===== src/rtl/seq101_state_tracker.sv =====
// State register and status tracking for the overlapping "101" detector (Moore match in D).
// Define SEQ101_MATCH_INDEX_EN to add the accepted-bit index counter and the last_match_idx output.
module seq101_state_tracker #(
   parameter int CNT_W = 8,
   parameter int IDX_W = 16
) (
   input  logic             clk,
   input  logic             aresetn,
   input  logic             clr,
   input  logic             in_valid,
   input  logic             in,
   output logic [1:0]       state,
   output logic             match,
   output logic [CNT_W-1:0] match_count,
   output logic             overflow
`ifdef SEQ101_MATCH_INDEX_EN
   ,
   output logic [IDX_W-1:0] last_match_idx
`endif
);

   typedef enum logic [1:0] {
      ST_A = 2'd0,
      ST_B = 2'd1,
      ST_C = 2'd2,
      ST_D = 2'd3
   } state_t;

   state_t           state_q;
   state_t           state_d;
   logic             match_d;
   logic             overflow_d;
   logic [CNT_W-1:0] count_d;
   logic             accept;

   // A bit only counts when it is qualified and not discarded by a clear.
   assign accept = in_valid & ~clr;

   always_comb begin
      state_d = state_q;
      if (clr) begin
         state_d = ST_A;
      end else if (in_valid) begin
         case (state_q)
            ST_A:    state_d = in ? ST_B : ST_A;
            ST_B:    state_d = in ? ST_B : ST_C;
            ST_C:    state_d = in ? ST_D : ST_A;
            ST_D:    state_d = in ? ST_B : ST_C;
            default: state_d = ST_A;
         endcase
      end
   end

   // Entry into D is the match; D is always left on the next accepted bit, so the pulse is single-cycle.
   always_comb begin
      match_d    = 1'b0;
      count_d    = match_count;
      overflow_d = overflow;
      if (clr) begin
         count_d    = '0;
         overflow_d = 1'b0;
      end else if (accept && (state_d == ST_D)) begin
         match_d = 1'b1;
         if (&match_count) begin
            overflow_d = 1'b1;
         end else begin
            count_d = match_count + CNT_W'(1);
         end
      end
   end

   always_ff @(posedge clk or negedge aresetn) begin
      if (!aresetn) begin
         state_q     <= ST_A;
         match       <= 1'b0;
         match_count <= '0;
         overflow    <= 1'b0;
      end else begin
         state_q     <= state_d;
         match       <= match_d;
         match_count <= count_d;
         overflow    <= overflow_d;
      end
   end

   assign state = state_q;

`ifdef SEQ101_MATCH_INDEX_EN
   logic [IDX_W-1:0] bit_idx;
   logic [IDX_W-1:0] bit_idx_d;
   logic [IDX_W-1:0] last_idx_d;

   // The captured index is the pre-increment value, i.e. the index of the bit that completed the match.
   always_comb begin
      bit_idx_d  = bit_idx;
      last_idx_d = last_match_idx;
      if (clr) begin
         bit_idx_d  = '0;
         last_idx_d = '0;
      end else if (accept) begin
         bit_idx_d = bit_idx + IDX_W'(1);
         if (match_d) begin
            last_idx_d = bit_idx;
         end
      end
   end

   always_ff @(posedge clk or negedge aresetn) begin
      if (!aresetn) begin
         bit_idx        <= '0;
         last_match_idx <= '0;
      end else begin
         bit_idx        <= bit_idx_d;
         last_match_idx <= last_idx_d;
      end
   end
`endif

endmodule


===== config.mk =====
export PLATFORM = sky130hd
export DESIGN_NAME = seq101_state_tracker
export DESIGN_NICKNAME = d
export VERILOG_FILES = /design/src/rtl/seq101_state_tracker.sv
export SDC_FILE = /design/constraint.sdc
export NUM_CORES = 1
export LEC_CHECK = 0
export CAP_MARGIN = 5
export CORE_AREA = 2 2 40 42
export CTS_CLUSTER_DIAMETER = 100
export DETAILED_ROUTE_END_ITERATION = 10
export DIE_AREA = 0 0 42 44
export GPL_TIMING_DRIVEN = 0
export PLACE_DENSITY = 0.74
export SLEW_MARGIN = 20
export SYNTH_ARGS = -nofsm -noshare
export SYNTH_HDL_FRONTEND = slang
export SYNTH_SLANG_ARGS = --single-unit

===== constraint.sdc =====
create_clock -name clk -period 1.7 [get_ports clk]
set_input_delay 0.34 -clock clk [delete_from_list [all_inputs] [get_ports clk]]
set_output_delay 0.34 -clock clk [all_outputs]
set_load 0.03 [all_outputs]

==> qor.csv <==
metric;value;unit
Syn Nets;66;
#FFs+latches synth;12;
WL/cell;12.2;microns
GPL Wtd Cong;0.727;
P per Cell Area;682;nW/um^2
Tot Pwr;0.557;mW
CP required;1.36;ns
drt initial violations;11;
setup slack, reg-to-reg;0.12;ns
combinational power share;6.3;%
CTS tree;built;
area of the multi-input gates;277;sq um
Area Overhead vs Synth;37.6;%
CTS Sinks;12;
Slew @ Worst Pin;0.528;ns
final WL;1.18;mm
crit path DAT;1.29;ns
Seq pwr share;52.0;%
# DRC;0;
Post-Place Cell Area;773;sq um
crit-path max cell delay;0.67;ns
FMAX;0.613;GHz
Psw;0.125;mW
reg2reg path depth;4;
setup_tns;0;ns
pin count of the biggest net entering global routing;13;
register area share after synthesis;50.6;%
Yosys warning total;0;
Setup crit start kind;register;
Worst path depth;1;
Rel. slew slack;64.7;%
ANT cells;0;
final cell count without fillers;97;
Die Wd;42;microns
worst-skew pair later-pin latency;0.28;ns
TritonCTS Buffers;3;
via/cell ratio;5.15;
Max IR drop VDD;0.542;mV
outcome;complete, no violations;
port bufs;16;
Global Route met1 Usage;19.2;%
Hold WC Path Type;in2async;
gr ovfl total;0;
vias in the first global route;448;
Rows;14;
die height;44;microns
fin crit period;1.63;ns
crit path cell chain;clkdlybuf4s50_1;
MaxCap Viol Count;0;
fill cell count;138;
Critical-path top delay cell;clkdlybuf4s50_1;
Starting Density;41.8;%
endpoint class of the critical path;output port;
final slew viol count;0;
Cells after DPL;92;
slack of the critical path;0.0676;ns
final-report hold violation count;0;
Unique masters post-synth;25;
Worst-path clk slew;0.08;ns
Setup CP Type;reg2out;
layout cells sized above 1;12.3;%
nets;88;
met3 usage;2.50;%
area of the core;1420;sq um
die area;1850;sq um
initial antenna violation count;0;
Final Skew;0.00613;ns
period utilization;96.0;%
WP buf/inv;1;
crit-path leading delay family;buffers and inverters;
gr usage total;15.1;%
Worst R2R Start;state[0];
GR Util met2;21.3;%
TritonRoute pass-1 iters;2;
mean post-synth cell area;9.88;sq um
Setup violations, final;0;
reg2reg end;match_count[5];
CP startpoint;overflow;
clock network power share;41.6;%
cells after synthesis;60;
register area;300;sq um
Clock Tree Buf Depth;2;
busiest grt layer;met2;
Post-Syn Area;593;sq um
vias post-DR;500;
IO Pins;17;
cts hold-fix bufs;0;
Worst Path Max Fanout;2;
leakage;0.436;nW
first-pass GRT wire length;1.97;mm
Pint;0.432;mW
Root Buffer;clkbuf_4;
H-tree Lvls;1;
Final HPWL DP;869;microns
Sw Ratio;22.4;%
final instance area;816;sq um
Routed Antenna Nets;0;
pre-CTS setup slack;-0.291;ns
==> through the flow <==
stage	hold slack [ns]	utilization (%)
after detailed placement	0.489	54.5
after global placement	0.480	54.5
after CTS	0.436	56.3
final	0.401	57.5
after global routing	0.459	57.5
after floorplan	0.0444	-
==> worst max path at each step <==
stage and to:
6_report overflow, 5_1_grt match_count[3], 4_1_cts match_count[5], 3_5_place_dp match_count[7], 3_3_place_gp match_count[7], 2_1_floorplan match_count[7]
==> layout make-up <==
cell class | count | area share, %
multi-input combinational | 43 | 33.9
timing repair buffer | 17 | 20.1
tap | 16 | 2.45
buffer | 1 | 0.460
inverter | 4 | 1.84
clock buffer | 4 | 4.45
sequential | 12 | 36.8
==> repair_timing <==
item                                    in CTS  in global routing
endpoints found under the setup margin       9                  4
setup buffers                                0                  1
gates resized for setup                      9                  4
==> power by group through the flow <==
stage | logic [mW] | clock network [mW] | registers [mW]
2_1_floorplan | 0.0101 | 0 | 0.299
3_5_place_dp | 0.0384 | 0 | 0.295
6_report | 0.0352 | 0.232 | 0.290
5_1_grt | 0.0397 | 0.244 | 0.290
3_3_place_gp | 0.0376 | 0 | 0.295
4_1_cts | 0.0369 | 0.235 | 0.290
==> kinds of logic after synthesis <==
kind of cell,after synthesis,synth area share [%]
compound gates,12,12.4
xor+xnor,2,2.95
fa+ha+maj,1,2.11
buf+inv,5,3.16
flops,12,50.6
mux,3,5.06
simple gates,25,23.6
==> state kept, by name, indices dropped and copies added, names as in the netlist <==
signal / count
match_count: 8
state: 2
match: 1
overflow: 1
==> layer usage <==
layer,part of all wire [%],up-vias
met4,4.5,0
met1,48,229
met5,0,-
met2,44,10
met3,4.0,4
li1,-,257
==> worst reg2reg max path, stage by stage (launching register included) <==
cell	delay (ns)
dfrtp_1	0.43
and4b_4	0.36
o211ai_1	0.15
or3_2	0.44
a21oi_1	0.13
==> cell usage after synthesis <==
library cell  count  area (sq um)
dfrtp_1          12           300
nor2_1            6          22.5
a21oi_1           5          25.0
nand2_1           5          18.8
inv_1             4          15.0
nand3_1           4          20.0
mux2i_1           3          30.0
o21ai_0           3          15.0
or3_2             2          15.0
a21o_1            1          7.51
and3_1            1          6.26
and4b_1           1          10.0
and4b_4           1          13.8
clkbuf_1          1          3.75
ha_1              1          12.5
nand2_2           1          6.26
nand4_1           1          6.26
nand4b_1          1          8.76
nor3_1            1          5.00
o211a_1           1          10.0
o211ai_1          1          7.51
o41ai_1           1          8.76
or4_1             1          7.51
xnor2_1           1          8.76
xor2_1            1          8.76
==> cells in the final DEF (no fill, tap or decap), types with 2 or more instances in the layout <==
cell and n:
dfrtp_1 12, dlygate4sd2_1 9, nor2_1 6, nand2_1 5
a21oi_1 5, inv_1 4, nand3_1 4, clkdlybuf4s50_1 4
mux2i_1 3, o21ai_0 3, clkbuf_4 3, dlymetal6s2s_1 3
or3_2 2
Power figures use the tool's default switching activity.
